--- src/rtl/text_writer.sv ---
// text_writer: byte stream to text-cell writes with cursor, wrap and screen clear (option TEXT_WRITER_CLEAR_ON_RESET_EN fills the screen on reset)
module text_writer #(
  parameter int COLS   = 100,
  parameter int ROWS   = 37,
  parameter int COL_W  = 7,
  parameter int ROW_W  = 6,
  parameter int ATTR_W = 8
) (
  input  logic              clk,
  input  logic              reset,
  input  logic [7:0]        in_data,
  input  logic [ATTR_W-1:0] in_attr,
  input  logic              in_valid,
  output logic              in_ready,
  output logic              write,
  output logic [COL_W-1:0]  xtextwrite,
  output logic [ROW_W-1:0]  ytextwrite,
  output logic [ATTR_W+7:0] value,
  output logic [COL_W-1:0]  cursor_x,
  output logic [ROW_W-1:0]  cursor_y,
  output logic              busy
);
  localparam logic [COL_W-1:0] X_MAX = COL_W'(COLS - 1);
  localparam logic [ROW_W-1:0] Y_MAX = ROW_W'(ROWS - 1);
  typedef enum logic {IDLE, CLEAR} state_t;
  state_t              state, state_n;
  logic [COL_W-1:0]    cx_n, fx, fx_n, xw_n;
  logic [ROW_W-1:0]    cy_n, fy, fy_n, yw_n;
  logic [ATTR_W-1:0]   fill_attr, attr_n;
  logic [ATTR_W+7:0]   value_n;
  logic                last, last_n, write_n, accept;
  assign in_ready = state == IDLE;
  assign accept   = in_valid & in_ready;
  always_comb begin
    state_n = state;
    cx_n    = cursor_x;
    cy_n    = cursor_y;
    fx_n    = fx;
    fy_n    = fy;
    last_n  = last;
    attr_n  = fill_attr;
    write_n = 1'b0;
    xw_n    = xtextwrite;
    yw_n    = ytextwrite;
    value_n = value;
    if (state == CLEAR) begin
      if (last) begin
        state_n = IDLE;
        cx_n    = '0;
        cy_n    = '0;
      end else begin
        write_n = 1'b1;
        xw_n    = fx;
        yw_n    = fy;
        value_n = {fill_attr, 8'h20};
        fx_n    = fx == X_MAX ? '0 : fx + 1'b1;
        fy_n    = fx != X_MAX ? fy : fy == Y_MAX ? '0 : fy + 1'b1;
        last_n  = fx == X_MAX && fy == Y_MAX;
      end
    end else if (accept) begin
      if (in_data >= 8'h20) begin
        write_n = 1'b1;
        xw_n    = cursor_x;
        yw_n    = cursor_y;
        value_n = {in_attr, in_data};
        cx_n    = cursor_x == X_MAX ? '0 : cursor_x + 1'b1;
        cy_n    = cursor_x != X_MAX ? cursor_y : cursor_y == Y_MAX ? '0 : cursor_y + 1'b1;
      end else if (in_data == 8'h0D) begin
        cx_n = '0;
      end else if (in_data == 8'h0A) begin
        cy_n = cursor_y == Y_MAX ? '0 : cursor_y + 1'b1;
      end else if (in_data == 8'h08) begin
        cx_n = cursor_x == '0 ? '0 : cursor_x - 1'b1;
      end else if (in_data == 8'h0C) begin
        state_n = CLEAR;
        attr_n  = in_attr;
        fx_n    = '0;
        fy_n    = '0;
        last_n  = 1'b0;
      end
    end
  end
  always_ff @(posedge clk) begin
    if (reset) begin
`ifdef TEXT_WRITER_CLEAR_ON_RESET_EN
      state     <= CLEAR;
      fill_attr <= ATTR_W'(8'h07);
      busy      <= 1'b1;
`else
      state     <= IDLE;
      fill_attr <= '0;
      busy      <= 1'b0;
`endif
      cursor_x   <= '0;
      cursor_y   <= '0;
      fx         <= '0;
      fy         <= '0;
      last       <= 1'b0;
      write      <= 1'b0;
      xtextwrite <= '0;
      ytextwrite <= '0;
      value      <= '0;
    end else begin
      state      <= state_n;
      fill_attr  <= attr_n;
      busy       <= state_n == CLEAR;
      cursor_x   <= cx_n;
      cursor_y   <= cy_n;
      fx         <= fx_n;
      fy         <= fy_n;
      last       <= last_n;
      write      <= write_n;
      xtextwrite <= xw_n;
      ytextwrite <= yw_n;
      value      <= value_n;
    end
  end
endmodule
--- config.mk ---
export PLATFORM = sky130hd
export DESIGN_NAME = text_writer
export DESIGN_NICKNAME = d
export VERILOG_FILES = /design/src/rtl/text_writer.sv
export SDC_FILE = /design/constraint.sdc
export NUM_CORES = 1
export LEC_CHECK = 0
export ABC_AREA = 0
export CAP_MARGIN = 20
export CORE_MARGIN = 3
export CORE_UTILIZATION = 52
export CTS_CLUSTER_DIAMETER = 120
export DETAILED_ROUTE_END_ITERATION = 10
export PLACE_DENSITY = 0.79
export RECOVER_POWER = 100
export SYNTH_ARGS = -nofsm -noshare
export SYNTH_HDL_FRONTEND = slang
export SYNTH_SLANG_ARGS = --single-unit
--- constraint.sdc ---
create_clock -name clk -period 3 [get_ports clk]
set_input_delay 0.6 -clock clk [delete_from_list [all_inputs] [get_ports clk]]
set_output_delay 0.6 -clock clk [all_outputs]
set_load 0.01 [all_outputs]
* Word level (Yosys, flattened, before mapping)
Cells that the tools add are included.
Cells by class: div/mod/pow operators 0, eq/ne operators 20, reductions and logical operators 14, add/sub/neg operators 5, multiplexer cells 67, $lt $le $gt $ge 1, shift operators 0, multipliers 0, bitwise logic cells 6
Operators with widths (count):
- $mux 7 | 22
- $mux 6 | 22
- $mux 16 | 4
- $eq 8x4->1 const B | 4
- $mux 1 | 19
- $add 7x1->7 const B | 2
- $eq 7x7->1 const B | 2
- $ne 7x7->1 const B | 2
- $reduce_and 7->1 | 2
- $add 6x1->6 const B | 2
- $eq 6x6->1 const B | 2
- $ne 2x2->1 const B | 6
- $ge 8x6->1 const B | 1
- $reduce_and 8->1 | 1
- $logic_not 7->1 | 1
- $sub 7x1->7 const B | 1
- $ne 3x3->1 const B | 2
- $reduce_and 6->1 | 1
- $reduce_bool 2->1 | 3
- $not 1->1 | 5
- $reduce_and 5->1 | 1
- $ne 4x4->1 const B | 1
- $reduce_and 4->1 | 1
- $reduce_bool 4->1 | 1
- other kinds (5) | 5
Storage, ports and cells: bits in latches 0, bits in registers 66, output and inout bits 45, word-level logic and storage cells 124, memories kept 0, ROM bits 0, bits of input ports 19, memory bits (writable) 0

* Longest topological paths before layout
Gate-level depths: netlist (run 1).
depth after elaboration 8, gate-level depth with buffers 8, mapped depth without buffers 7

* Worst setup path after synthesis (run 1)
No wires, ideal clock.
path kind register -> register, start register cursor_x[0], end register cursor_y[4], setup time 72 ps, buffers on the path 0, cell stages (with the launch flop) 7, data arrival time 2110 ps, data required time 2928 ps, slack 819 ps, period minus slack after synthesis 2181 ps, cells stage by stage dfxtp_1 > ha_1 > nand4b_4 > or4_1 > a21o_1 > or4_1 > mux2i_1
Between the ends: longest elaborated chain between the ends 3
RTL lines:
- start: declaration | line 19 | output logic [COL_W-1:0] cursor_x,
- start signal: assignment | line 107 | cursor_x <= cx_n;
- $ne 7x7->1 | line 67 | cy_n = cursor_x != X_MAX ? cursor_y : cursor_y == Y_MAX ? '0 : cursor_y + 1'b1;
- $ne 3x3->1 (no source line)
- $reduce_and 5->1 (no source line)
- end signal: assignment | line 108 | cursor_y <= cy_n;
- end: declaration | line 20 | output logic [ROW_W-1:0] cursor_y,
Every way passes these cells. A chain may end at the register's enable or synchronous reset.

* Worst setup path in the final report (run 1)
start input in_data[5], end register cursor_y[3]
Between the ends: longest elaborated chain between the ends 4, elaborated cells on any way between the ends 10, those cells by class order compare: 1; eq/ne: 4; mux: 3; reduce/logical: 2
RTL lines:
- start: declaration | line 11 | input logic [7:0] in_data,
- $ge 8x6->1 | line 61 | if (in_data >= 8'h20) begin
- $mux 6 | line 61
- $mux 6 | line 60 | end else if (accept) begin
- $mux 6 | line 46 | if (state == CLEAR) begin
Parallel ways exist; a longest one is shown, timed or not. The select of a mux whose other input is x is not followed.

==> impl_metrics.py, run 1 <==
metrics = {
    "global_routing": {
        "grt_antenna_before_repair": 0,
        "grt_pass1_wl_um": 13900,
        "grt_pass1_vias": 2963,
        "grt_use_total": 0.235,
        "grt_max_degree": 45,
        "grt_overflow": 0,
    },
    "timing": {
        "relSlewSlack": 0.358,
        "fin_ws_ps": 384,
        "fmax_mhz": 382,
        "hold_violations": 0,
        "setup-tns-final_ps": 0,
        "fin_crit_ps": 2620,
        "finalCritPeriodShare": 0.872,
        "skew_ps": 6.75,
        "finalSetupViolCount": 0,
        "rsz0062_at_grt": "no",
        "final_max_slew_viol_count": 0,
        "worst_slew_pin_slew_ps": 956,
    },
    "pwr": {
        "p_per_area_nw_per_um2": 487,
        "p_leak_nw": 1.57,
        "peakVddDrop_v": 0.000275,
    },
    "routing": {
        "detail-route-antenna-nets": 0,
        "drc_errors": 0,
        "wl_um": 8210,
        "routedWlPerCell_um": 15.4,
        "vias": 3209,
        "firstDrtPassIters": 5,
        "via_per_inst": 6.01,
        "drtIter0Drc": 174,
    },
    "synthesis": {
        "syn_area_per_cell_um2": 8.25,
        "ys_warn_count": 0,
        "yosysTopAreaCellShare": 0.406,
        "synth_most_common_cell": "dfxtp_1",
        "syn-num-nets": 421,
        "synth_cell_types": 52,
        "syn_area_um2": 3260,
        "syn_inst": 395,
        "synth_common_cells": "66 x dfxtp_1, 54 x nor2_1, 40 x nand2_1, 32 x a21oi_1, 25 x a211oi_1",
        "async_reset_ff_frac": 0,
        "synth_area_leaders": "dfxtp_1 41%, mux2i_1 7.1%, nor2_1 6.2%, a211oi_1 5.8%, a21oi_1 4.9%",
        "synth_flop_cell": "dfxtp_1",
        "synth-edff-count": 0,
        "yosys_register_bits": 66,
        "synth_area_leader_cell": "dfxtp_1",
        "seq_area_frac_synth": 0.406,
    },
    "layout": {
        "fin_util": 0.690,
        "insertedDiodeCount": 0,
        "layout.nets": 481,
        "finalNonFillerCells": 534,
        "fillCellCount": 470,
        "layout-drive-gt1-share": 0.0501,
        "area_delta_synth_final_pct": 27.0,
    },
    "place": {
        "post-place-ws_ps": 250,
        "dp_cells": 519,
        "place.gp.congestion": 0.902,
        "dpl.hpwl_um": 5820,
        "portBuffers": 63,
    },
    "run_status": {
        "status": "finished clean",
    },
    "setup_path": {
        "cp_slowest_cell": "nor3_1",
        "crit_chain": "dlygate4sd3_1 > nor3_1 > or4_1 > a21o_1 > nand2b_1 > o22ai_1",
        "worst_setup_path_start_kind": "input port",
        "worstSetupEndpointType": "flop",
        "path_class": "in -> reg",
        "crit_arrival_ps": 2840,
        "cp.required_ps": 3220,
        "path_max_fanout": 10,
        "slowest_delay_ps": 800,
    },
    "cts": {
        "cts.sinks": 66,
        "clock_path_buffers": 2,
        "numCtsBuffers": 9,
        "insertion_delay_ps": 340,
        "clkSlewWorstSetupHoldPaths_ps": 60,
        "postCtsSetupBuffers": 0,
        "ctsHoldBuffers": 0,
        "cts-root-buf": "clkbuf_8",
        "cts_max_level": 3,
        "cts-resized-gates": 0,
        "cts_tree": "done",
    },
    "floorplanning": {
        "die_area_um2": 7250,
        "chipWidth_um": 85.1,
        "row_count": 28,
        "die_h_um": 85.1,
        "start_util": 0.544,
        "ios": 64,
        "core_um2": 5990,
    },
    "worst_hold_path": {
        "hold_path_class": "reg -> reg",
    },
    "job": {
        "drv_cap": 0,
    },
}
==> metal layers <==
metal	global-route usage	vias to the layer above	wire length (um)
met5	0	-	0
met4	0.0892	0	188
met3	0.0505	23	430
met2	0.380	107	3870
met1	0.309	1519	3730
li1	-	1560	-
==> cell type report <==
cell class / count / area [um2] / share of cell area
tap: 75 / 93.8 / 0.0227
inverter: 12 / 45.0 / 0.0109
clock buffer: 13 / 169 / 0.0408
clock inverter: 2 / 35.0 / 0.00847
sequential: 66 / 1320 / 0.319
timing repair buffer: 71 / 674 / 0.163
multi-input combinational: 295 / 1800 / 0.435
==> metrics by stage <==
stage / hold WS, ps / power (mW) / area, um2
after floorplan: 432 / 1.14 / 3260
after global placement: 437 / 1.28 / 3950
after detailed placement: 444 / 1.28 / 3950
after CTS: 452 / 2.04 / 4150
after global routing: 471 / 2.10 / 4140
final: 450 / 2.01 / 4140
==> power breakdown <==
group          leakage [nW]  total [mW]  internal [mW]  switching [mW]
clock                 0.106       0.766          0.447           0.319
combinational         0.926       0.292          0.136           0.156
sequential            0.538       0.956          0.914          0.0416
==> cell families after synthesis <==
logic type,after synthesis,share of synthesized area
buffers and inverters,34,0.0407
XOR/XNOR,2,0.00538
multiplexers,24,0.0741
AO/OA/AOI/OAI,101,0.202
AND/OR/NAND/NOR,161,0.245
adder cells (fa/ha/maj),7,0.0269
flip-flops,66,0.406
==> cells in the final DEF (no fill, tap or decap), types with 2 or more instances in the layout <==
master / count
a211oi_1: 25
a21oi_1: 32
a22o_1: 4
a22oi_1: 7
a41oi_1: 3
and3_1: 4
and4_1: 2
buf_4: 5
clkbuf_1: 4
clkbuf_8: 12
clkdlybuf4s50_1: 15
dfxtp_1: 66
dlygate4sd3_1: 47
ha_1: 7
inv_1: 11
mux2i_1: 23
nand2_1: 40
nand2b_1: 5
nand3_1: 19
nand3b_1: 5
nand4_1: 2
nor2_1: 54
nor2b_1: 3
nor3_1: 10
nor3b_1: 3
nor4_1: 2
o211ai_1: 2
o21ai_0: 12
o22ai_1: 6
or3_1: 2
or4_1: 3
==> state kept, by name, summed over array words and instances (netlist names) <==
| signal | flops |
|---|---|
| value | 16 |
| fill_attr | 8 |
| cursor_x | 7 |
| fx | 7 |
| xtextwrite | 7 |
| cursor_y | 6 |
| fy | 6 |
| ytextwrite | 6 |
| last | 1 |
| state | 1 |
| write | 1 |
==> worst paths after layout <==
kind | from | end | slack, ps | cells after the start
setup / recovery | in_data[5] | cursor_y[3]$_SDFFE_PP0P_ | 380 | 6
hold / removal | fill_attr[4]$_SDFFE_PP0P_ | fill_attr[4]$_SDFFE_PP0P_ | 450 | 2
setup reg to reg | state$_SDFF_PP0_ | fy[2]$_SDFFE_PP0P_ | 750 | 5
hold reg to reg | fill_attr[4]$_SDFFE_PP0P_ | fill_attr[4]$_SDFFE_PP0P_ | 450 | 2
==> worst max-delay path: cells and delay by family <==
| family | cells | cell delay, ps |
|---|---|---|
| and+or+nand+nor | 3 | 1260 |
| buffers and inverters | 1 | 590 |
| AOI/OAI and AO/OA | 2 | 380 |
Power figures use the tool's default switching activity.
==> run 2: changes to the inputs <==
- GPL_ROUTABILITY_DRIVEN: unset -> 0
==> results of run 2 <==
The final DEF is identical to that of run 1; final timing and power are the same.
==> patch, RTL diff (settings of run 2) <==
Change the parameter `ROW_W` from 6 to 12.
--- a/src/rtl/text_writer.sv
+++ b/src/rtl/text_writer.sv
@@ -3,7 +3,7 @@
   parameter int COLS   = 100,
   parameter int ROWS   = 37,
   parameter int COL_W  = 7,
-  parameter int ROW_W  = 6,
+  parameter int ROW_W  = 12,
   parameter int ATTR_W = 8
 ) (
   input  logic              clk,
Interface: changed (resized cursor_y and ytextwrite); port bits go from 64 to 76. No check against the original RTL was run, so the function may have changed too.
==> patch against run 2 <==
Synthesized cell count up 29%. Highest routed layer unchanged. Clock skew up 0.0041 ns. Routed wire length up 37%. Largest power group unchanged. Utilization down 2.1 points. Area after synthesis up 30%. Power up 8.7%. Critical endpoint is now xtextwrite[0]. Worst setup slack worse by 0.13 ns. Sequential cell count up 18. Final area up 26%.
==> patch: results (changes against run 2) <==
----------------------------------------------------
[Run status]
  Run status ... finished clean

[Clock tree]
  Worst-Skew Late Latency ... 0.37 ns (+0.03 ns)
  CTS clk-pin slew, worst paths ... 0.09 ns (+0.03 ns)
  Clock Sinks ... 84 (+27%)

[Global route]
  Met2 GRT Util ... 41.12% (+3.1 points)
  Combined global-route utilization of all metal layers ... 25.55% (+2.0 points)
  Global routing usage on met3 ... 4.926% (-0.12 points)
  Maximum number of pins on one net before global-route repair ... 55 (+22%)
  Number of global-route vias before repair ... 3,833 (+29%)
  Met1 Track Usage GR ... 34.46% (+3.6 points)
  Global-route wire length before repair ... 18,440 um (+33%)

[Hold path]
  Worst min-delay path startpoint ... fill_attr[1]
  Hold worst-path end ... fill_attr[1]

[Timing]
  Worst hold-check slack ... 0.4589 ns (+0.008674 ns)
  Pin slew with the least headroom to its limit ... 0.9979 ns (+0.04182 ns)
  Largest clock skew in the final design ... 0.01088 ns (+0.004131 ns)

[Layout]
  Number of standard cells in the layout, taps in and fillers out ... 685 (+28%)
  Proportion of final cell area spent on non-clock buffers ... 15.47% (-0.84 points)
  Area fraction of clock buffers and clock inverters ... 3.495% (-1.4 points)
  Plain + repair buffers ... 85 (+20%)
  FF/Latch Area ... 1683 um^2 (+27%)
  Inverter count ... 14 (+2)
  Comb_multi_in ... 384 (+30%)
  Clock buffer count in the final layout ... 9 (-4)
  Area of all placed cells without fillers ... 5226 um^2 (+26%)
  Share of layout cells above drive strength 1 ... 6.861% (+1.9 points)
  Net total in the final layout ... 605 (+26%)
  Multi-input combinational area share ... 45.39% (+1.9 points)
  Fill cell instance count of the final layout ... 666 (+42%)

[Worst setup path]
  Destination of the critical timing path ... xtextwrite[0]
  Critical path arrival ... 2.95 ns (+0.11 ns)
  R2r endpoint ... cursor_y[7]
  Standard cell with the maximum stage delay on the critical path ... dlygate4sd3_1
  Slowest cell delay on critical path ... 0.58 ns (-0.22 ns)
  Critical-path maximum fanout ... 54 (+44)
  CP startpoint ... in_data[7]
  Worst r2r src ... cursor_x[3]

[Place]
  Placed Area ... 5092 um^2 (+29%)
  Post-detailed-placement half-perimeter wirelength ... 8008 um (+38%)
  Number of buffers inserted by port buffering ... 75 (+19%)

[Route]
  Drt initial violations ... 237 (+36%)
  Via count ... 4,137 (+29%)

[Logic synthesis]
  Top cells by area, synth ... dfxtp_1 (40%), mux2i_1 (6.8%), nor2_1 (6.1%)
  Netlist Area Pre-Place ... 4240 um^2 (+30%)
  Most common library cells after synthesis ... dfxtp_1 (84), nor2_1 (69), a21oi_1 (43)
  Sequential share of the synthesized area ... 39.66% (-0.91 points)
  Number of standard cells after synthesis ... 510 (+29%)
  Syn Nets ... 537 (+28%)

[Pwr]
  Leakage ... 1.854 nW (+18%)
  Worst ir drop on vdd ... 0.2380 mV (-14%)

----------------------------------------------------
==> patch: worst register-to-register path, stage by stage, from the launching register on <==
cell and delay (ns):
dfxtp_1 0.42, or3_1 0.53, nor4_2 0.50, or2_2 0.26
nand3_1 0.25, o31ai_1 0.28
==> patch: where the power goes <==
group	total [mW]	switching (mW)	internal [mW]
sequential	1.17	0.0230	1.15
combinational	0.249	0.134	0.115
clock	0.767	0.454	0.313
==> patch: per-layer routing <==
| metal | share of wire [%] | vias to the layer above |
|---|---|---|
| li1 | - | 2016 |
| met1 | 44 | 1925 |
| met2 | 48 | 180 |
| met3 | 7.4 | 16 |
| met4 | 1.4 | 0 |
| met5 | 0 | - |
==> patch: logic make-up after synthesis <==
group | after synthesis | synth area share, %
buffers and inverters | 42 | 3.895
AND/OR/NAND/NOR | 204 | 24.58
multiplexers | 29 | 6.846
XOR/XNOR | 1 | 0.2066
AO/OA/AOI/OAI | 142 | 22.46
flip-flops | 84 | 39.66
adder cells (fa/ha/maj) | 8 | 2.361
